`src/rtl/pcie_dllp_rx.sv`:
```
// Receive-side DLLP consumer: CRC16 check, ACK/NAK sequence tracking and VC0 FC init.
// Two-stage pipeline: input register, then decode into registered outputs.
//
// state    | meaning
// FC_INIT1 | collecting InitFC1 (or InitFC2) for P, NP and Cpl
// FC_INIT2 | FI1 set, waiting for InitFC2 or UpdateFC
// FC_DONE  | DL_Active permitted, UpdateFC forwarded to the credit gate
module pcie_dllp_rx #(
  parameter int SEQ_BITS = 12,
  parameter logic [2:0] VC_ID = 3'd0
) (
  input  logic                clk,
  input  logic                rst_n,
  input  logic                dl_inactive_i,
  input  logic                dllp_valid_i,
  input  logic [63:0]         dllp_data_i,
  input  logic [SEQ_BITS-1:0] next_tx_seq_i,
  output logic                ack_o,
  output logic                nak_o,
  output logic [SEQ_BITS-1:0] acknak_seq_o,
  output logic [SEQ_BITS-1:0] ackd_seq_o,
  output logic                purge_o,
  output logic                fc_valid_o,
  output logic [1:0]          fc_kind_o,
  output logic                fc_init_o,
  output logic [7:0]          hdr_fc_o,
  output logic [11:0]         data_fc_o,
  output logic                fi1_o,
  output logic                dl_up_o,
  output logic                crc_err_o,
  output logic                prot_err_o
);

  typedef enum logic [1:0] {FC_INIT1, FC_INIT2, FC_DONE} fc_state_t;

  fc_state_t           state;
  logic [2:0]          flags;
  logic                s1_valid;
  logic [47:0]         s1_data;
  logic [SEQ_BITS-1:0] s1_next;

  logic                unused_zeros;
  assign unused_zeros = ^dllp_data_i[63:48];

  // LFSR runs LSB-first over type, bytes 1..3; result is inverted and bit-reversed per byte.
  function automatic logic [15:0] dllp_crc(input logic [31:0] d);
    logic [15:0] c;
    logic [15:0] r;
    logic        fb;
    c = 16'hFFFF;
    for (int i = 0; i < 32; i++) begin
      fb = c[15] ^ d[i];
      c  = {c[14:0], 1'b0};
      if (fb) c = c ^ 16'h100B;
    end
    for (int j = 0; j < 8; j++) begin
      r[j]     = ~c[15-j];
      r[8 + j] = ~c[7-j];
    end
    return r;
  endfunction

  logic [7:0]          typ;
  logic                crc_ok;
  logic                is_ack, is_nak, is_fc_type, is_init1, is_init2, is_upd;
  logic [1:0]          kind;
  logic [SEQ_BITS-1:0] seq_num, last_seq, dist_s, dist_a;
  logic [7:0]          hdr_val;
  logic [11:0]         data_val;
  logic                seq_bad;

  assign typ        = s1_data[7:0];
  assign crc_ok     = (dllp_crc(s1_data[31:0]) == s1_data[47:32]);
  assign is_ack     = (typ == 8'h00);
  assign is_nak     = (typ == 8'h10);
  assign kind       = typ[5:4];
  assign is_fc_type = (typ[3] == 1'b0) && (typ[2:0] == VC_ID) && (kind != 2'b11);
  assign is_init1   = is_fc_type && (typ[7:6] == 2'b01);
  assign is_init2   = is_fc_type && (typ[7:6] == 2'b11);
  assign is_upd     = is_fc_type && (typ[7:6] == 2'b10);
  assign seq_num    = SEQ_BITS'({s1_data[19:16], s1_data[31:24]});
  assign hdr_val    = {s1_data[13:8], s1_data[23:22]};
  assign data_val   = {s1_data[19:16], s1_data[31:24]};
  // Distances back from the last transmitted sequence number, modulo 2^SEQ_BITS.
  assign last_seq   = s1_next - SEQ_BITS'(1);
  assign dist_s     = last_seq - seq_num;
  assign dist_a     = last_seq - ackd_seq_o;
  assign seq_bad    = dist_s > dist_a;

  always_ff @(posedge clk or negedge rst_n) begin
    if (!rst_n) begin
      state        <= FC_INIT1;
      flags        <= '0;
      s1_valid     <= 1'b0;
      s1_data      <= '0;
      s1_next      <= '0;
      ack_o        <= 1'b0;
      nak_o        <= 1'b0;
      acknak_seq_o <= '0;
      ackd_seq_o   <= '1;
      purge_o      <= 1'b0;
      fc_valid_o   <= 1'b0;
      fc_kind_o    <= '0;
      fc_init_o    <= 1'b0;
      hdr_fc_o     <= '0;
      data_fc_o    <= '0;
      fi1_o        <= 1'b0;
      dl_up_o      <= 1'b0;
      crc_err_o    <= 1'b0;
      prot_err_o   <= 1'b0;
    end else if (dl_inactive_i) begin
      state      <= FC_INIT1;
      flags      <= '0;
      s1_valid   <= 1'b0;
      ack_o      <= 1'b0;
      nak_o      <= 1'b0;
      ackd_seq_o <= '1;
      purge_o    <= 1'b0;
      fc_valid_o <= 1'b0;
      fi1_o      <= 1'b0;
      dl_up_o    <= 1'b0;
      crc_err_o  <= 1'b0;
      prot_err_o <= 1'b0;
    end else begin
      s1_valid   <= dllp_valid_i;
      s1_data    <= dllp_data_i[47:0];
      s1_next    <= next_tx_seq_i;
      ack_o      <= 1'b0;
      nak_o      <= 1'b0;
      purge_o    <= 1'b0;
      fc_valid_o <= 1'b0;
      crc_err_o  <= 1'b0;
      prot_err_o <= 1'b0;
      if (s1_valid) begin
        if (!crc_ok) begin
          crc_err_o <= 1'b1;
        end else if (is_ack || is_nak) begin
          if (seq_bad) begin
            prot_err_o <= 1'b1;
          end else begin
            ack_o        <= is_ack;
            nak_o        <= is_nak;
            acknak_seq_o <= seq_num;
            if (seq_num != ackd_seq_o) begin
              ackd_seq_o <= seq_num;
              purge_o    <= 1'b1;
            end
          end
        end else begin
          case (state)
            FC_INIT1: begin
              if (is_init1 || is_init2) begin
                fc_valid_o <= 1'b1;
                fc_init_o  <= 1'b1;
                fc_kind_o  <= kind;
                hdr_fc_o   <= hdr_val;
                data_fc_o  <= data_val;
                flags      <= flags | (3'b001 << kind);
              end
            end
            FC_INIT2: begin
              if (is_init1 || is_init2 || is_upd) begin
                fc_valid_o <= 1'b1;
                fc_init_o  <= !is_upd;
                fc_kind_o  <= kind;
                hdr_fc_o   <= hdr_val;
                data_fc_o  <= data_val;
              end
              if (is_init2 || is_upd) begin
                dl_up_o <= 1'b1;
                state   <= FC_DONE;
              end
            end
            FC_DONE: begin
              if (is_upd) begin
                fc_valid_o <= 1'b1;
                fc_init_o  <= 1'b0;
                fc_kind_o  <= kind;
                hdr_fc_o   <= hdr_val;
                data_fc_o  <= data_val;
              end
            end
            default: state <= FC_INIT1;
          endcase
        end
      end
      // FI1 follows one cycle after the last kind's flag lands.
      if (state == FC_INIT1 && (&flags)) begin
        fi1_o <= 1'b1;
        state <= FC_INIT2;
      end
    end
  end

endmodule

```
`config.mk`:
```
export PLATFORM = sky130hd
export DESIGN_NAME = pcie_dllp_rx
export DESIGN_NICKNAME = d
export VERILOG_FILES = /design/src/rtl/pcie_dllp_rx.sv
export SDC_FILE = /design/constraint.sdc
export NUM_CORES = 1
export LEC_CHECK = 0
export ABC_AREA = 0
export CORE_MARGIN = 1
export CORE_UTILIZATION = 30
export DETAILED_ROUTE_END_ITERATION = 16
export GPL_TIMING_DRIVEN = 0
export PLACE_DENSITY = 0.53
export SETUP_SLACK_MARGIN = 0.05
export SYNTH_ARGS = -nofsm -noshare
export SYNTH_HDL_FRONTEND = slang
export SYNTH_SLANG_ARGS = --single-unit
```
`constraint.sdc`:
```
create_clock -name clk -period 13.3 [get_ports clk]
set_input_delay 1.995 -clock clk [delete_from_list [all_inputs] [get_ports clk]]
set_output_delay 1.995 -clock clk [all_outputs]
set_load 0.02 [all_outputs]
```
==> results.txt <==
The run finished with clean final reports. The compound-gate portion of the synthesized area came out at 0.0740. Yosys mapped the design onto 55 distinct sky130hd cell types. TritonCTS built the clock tree. Synthesis produced 666 cells. In the routed layout, each cell is associated on average with a via count of 4.60.

The most critical setup path has its endpoint at acknak_seq_o[6]$_DFFE_PN0P_. The critical path class is reg2reg. For this run, the total global-route usage over all layers was measured as 0.161.

The end-of-flow core utilization is 0.397. The floorplan has 57 rows. The total nets after synthesis came out at 784.

Routability-driven placement finished with a final weighted congestion of 0.818. The initial cell density of the core came out at 0.309. Once layout is complete, the cells apart from fillers number 1140. The cell area after technology mapping came out at 0.00761 mm^2. The placed wire-length estimate came out at 15200 um. The overflow left after global routing came out at 0. The required time of the critical path came out at 13.59 ns.

The post-cts repair resize count came out at 0. After synthesis, the largest family of logic cells by area is XOR/XNOR gates. After synthesis, the most frequently instantiated cells are sky130_fd_sc_hd__dfrtp_1 (109), sky130_fd_sc_hd__xnor2_1 (85), sky130_fd_sc_hd__mux2_2 (61). Setup total negative slack on the finished layout was measured at 0 ns. The biggest area contributor in the post-synthesis netlist is sky130_fd_sc_hd__dfrtp_1. The number of placed instances, taps included, is 1108. For this run, global-route usage on met1 was measured as 0.206. The via count of the first global-routing pass came to 5617. The TritonCTS sink count came out at 121. For this design the ratio of total power to cell area is 198 mW/mm^2. Counting both buffers and inverters, the worst setup path holds a total of 3. The worst setup path is launched from a flip-flop. The area added between synthesis and finish is 28.4%. The initial antenna violation count came out at 0. Among all flip-flop cells after synthesis, the most frequent one is sky130_fd_sc_hd__dfrtp_1.

The final-report hold violation count came to 0. For this run, the top clock speed supported by timing is 0.170 GHz. The final-report max-slew violation count is 0. The first-pass detailed-route iteration total came out at 4. The number of ports placed on the die boundary is 135. The worst hold-check path type is reg2reg. Entering global routing, the biggest net connects 72 pins. The H-tree depth is 4. The area fraction of the dominant cell type after synthesis came out at 0.359. The number of setup buffers added after CTS is 0.

The number of cells on the worst reg-to-reg path is 24. Setup repair after global routing left no endpoint under its margin. Yosys instantiated no cell more often than sky130_fd_sc_hd__dfrtp_1.

The ratio of cells with drive above 1 in the final layout is 0.158. Clock tree synthesis selected as its root buffer the cell sky130_fd_sc_hd__clkbuf_16. The average size of a mapped cell is 11.4 um^2. The leakage power came out at 4.48 nW. The multiplexer area fraction after synthesis is 0.126. The number of hold buffers added after CTS was 0. Of all nets on the critical path, the largest fanout is 10. For this run, design rule violations remaining after detail routing come to 0. The worst voltage drop across the vdd grid is 0.000148 V.

The top cell family by delay on the critical path is compound AO/OA/AOI/OAI gates. STA puts the critical path data arrival time at 6.18 ns. The simple logic cell fraction of the synthesized area came out at 0.0813. The register area share after synthesis is 0.400. After synthesis the netlist holds a flip-flop and latch count of 121. Counting flops with an async set or reset pin after synthesis yields a share of 1.00. The XOR/XNOR share of the synthesized area came out at 0.215. The clock insertion delay at the later pin of the skew report came out at 0.43 ns.

The post-synthesis share of cell area spent on full adders, half adders and majority gates is 0.0645. The start point of the critical path is s1_next[0]$_DFFE_PN0N_. The overall power is 0.00194 W. The worst-margin pin slew is 0.740 ns. The aggregate routed wire length came out at 19500 um. In the finished design, the share of the clock period the worst path needs comes to 0.443.

The number of max-cap violations is 0. The minimum setup slack after placement is 7.55 ns. After detailed routing, the average wire length per cell comes to 17.1 um.

The worst register-to-register path ends at acknak_seq_o[6]$_DFFE_PN0P_. The yosys synthesis warning count is 0. Yosys attributes the largest share of cell area to sky130_fd_sc_hd__dfrtp_1 (36%), sky130_fd_sc_hd__xnor2_1 (9.8%), sky130_fd_sc_hd__mux2_2 (9.0%), sky130_fd_sc_hd__ha_1 (5.9%), sky130_fd_sc_hd__xnor3_1 (5.3%). Across all layers, the routed design uses 5242 vias. The largest incremental delay on the critical path is 0.58 ns.

Setup slack closes at 7.41 ns. For this design, the slowest cell found on the critical path is sky130_fd_sc_hd__o31ai_1. The cell occurring most often along the worst timing path is sky130_fd_sc_hd__o21ai_0. The number of filler cells placed in the layout is 2494. The width of the chip is 161 um. The met2 track demand over resource in global routing is 0.278. After the last flow step, the layout net total stands at 921. The minimum period implied by the final worst setup slack is 5.89 ns. Walking the worst path, the cells encountered are inv_1, ha_1, inv_1, ha_1, nor2b_1, o21ai_0, a21boi_0, o21ai_0, a21boi_0, o21ai_0, a21boi_0, o21ai_0, nand2b_1, a21o_1, a21oi_1, xnor2_1, ha_1, nand4_1, or2_2, o31ai_1, nand4_1, clkbuf_1, nand2_1, o21ai_1. The total of buffers placed on input and output ports is 117.

The number of enable flip-flop cells after synthesis came out at 0. The area enclosed by the die boundary is 0.0260 mm^2. The worst register-to-register path begins at s1_next[0]$_DFFE_PN0N_. Setup violations remaining at the end of the flow were counted as 0. The remaining antenna violation count after routing is 0. The worst setup path is captured at a flip-flop. The chip height came out at 161 um. After floorplanning, the core was sized to cover 0.0246 mm^2. The relative max-transition margin came out at 0.507. The number of antenna diodes in the final layout is 0. In the global route stage, met3 resource usage came out at 0.0357. The count of routing violations after the opening detailed-route iteration is 182. TritonCTS created 17 clock buffers. Clock-pin slew was measured on the worst setup and hold paths at 0.06 ns. The total stage count of the critical path is 24. The global-route wire length before repair came out at 31300 um. The clock skew after layout is 0.0132 ns. For flop-to-flop paths, the worst setup slack is 7.41 ns.

The global routing stage identified its most utilized layer as met2. The buffer levels on the longest clock path came out at 2.
[where the power goes]
group / internal (W) / switching, W / total (W)
clock: 0.000246 / 0.000201 / 0.000447
sequential: 0.000387 / 0.0000213 / 0.000408
combinational: 0.000541 / 0.000544 / 0.00108
[stage by stage]
step	hold slack [ns]	area, um^2
final	0.487	9770
after global routing	0.512	9770
after CTS	0.492	9770
after detailed placement	0.474	9210
after global placement	0.471	9180
after floorplan	0.454	7610
[sequential cells by signal (all words and copies together) (netlist names), 2 cells and up]
signal,count
ackd_seq_o,12
acknak_seq_o,12
data_fc_o,12
fc_kind_o,2
flags,3
hdr_fc_o,8
s1_data,48
s1_next,12
state,2
[worst reg2reg max path, delay by kind of cell (launching register included)]
kind / cells / cell delay (ns)
AO/OA/AOI/OAI: 11 / 2.37
flip-flops: 1 / 0.48
AND/OR/NAND/NOR: 6 / 1.29
buffers and inverters: 3 / 0.52
XOR/XNOR: 1 / 0.10
adder cells (fa/ha/maj): 3 / 0.99
[cell type report]
type,instances,area [um^2],share of cell area
Multi-Input combinational cell,476,4270,0.437
Sequential cell,121,3040,0.311
Timing Repair Buffer,118,1200,0.123
Clock buffer,17,425,0.0435
Tap cell,324,405,0.0415
Inverter,42,158,0.0161
Buffer,27,139,0.0142
Clock inverter,15,133,0.0136
[worst min-delay path by stage]
stage	from	end	slack (ns)	cells past startpoint
final	acknak_seq_o[9]$_DFFE_PN0P_	acknak_seq_o[9]$_DFFE_PN0P_	0.49	2
after detailed placement	hdr_fc_o[6]$_DFFE_PN0P_	hdr_fc_o[6]$_DFFE_PN0P_	0.47	1
after global routing	fc_kind_o[0]$_DFFE_PN0P_	fc_kind_o[0]$_DFFE_PN0P_	0.51	1
after floorplan	flags[2]$_DFFE_PN0P_	flags[2]$_DFFE_PN0P_	0.45	1
after CTS	data_fc_o[11]$_DFFE_PN0P_	data_fc_o[11]$_DFFE_PN0P_	0.49	1
after global placement	data_fc_o[10]$_DFFE_PN0P_	data_fc_o[10]$_DFFE_PN0P_	0.47	1
[placed cells by master (no fill, tap or decap), types with 23 or more instances in the layout]
master	instances
sky130_fd_sc_hd__clkdlybuf4s50_1	116
sky130_fd_sc_hd__dfrtp_1	109
sky130_fd_sc_hd__ha_1	36
sky130_fd_sc_hd__inv_1	42
sky130_fd_sc_hd__mux2_1	24
sky130_fd_sc_hd__mux2_2	61
sky130_fd_sc_hd__nand2_1	33
sky130_fd_sc_hd__nor2_1	23
sky130_fd_sc_hd__xnor2_1	85
sky130_fd_sc_hd__xor2_1	34
[cell families (layout without fill, tap and decap cells)]
group                    Yosys count  count (layout)
XOR/XNOR                         146             146
multiplexers                      85              85
buffers and inverters             69             219
AO/OA/AOI/OAI                     88              88
flip-flops                       121             121
AND/OR/NAND/NOR                  119             119
adder cells (fa/ha/maj)           38              38
[metal layers]
layer / share of wire / routed length, um
met4: 0.0077 / 149
met5: 0 / 0
met3: 0.035 / 688
met1: 0.46 / 8950
met2: 0.50 / 9660
(Power assumes the default switching activity.)
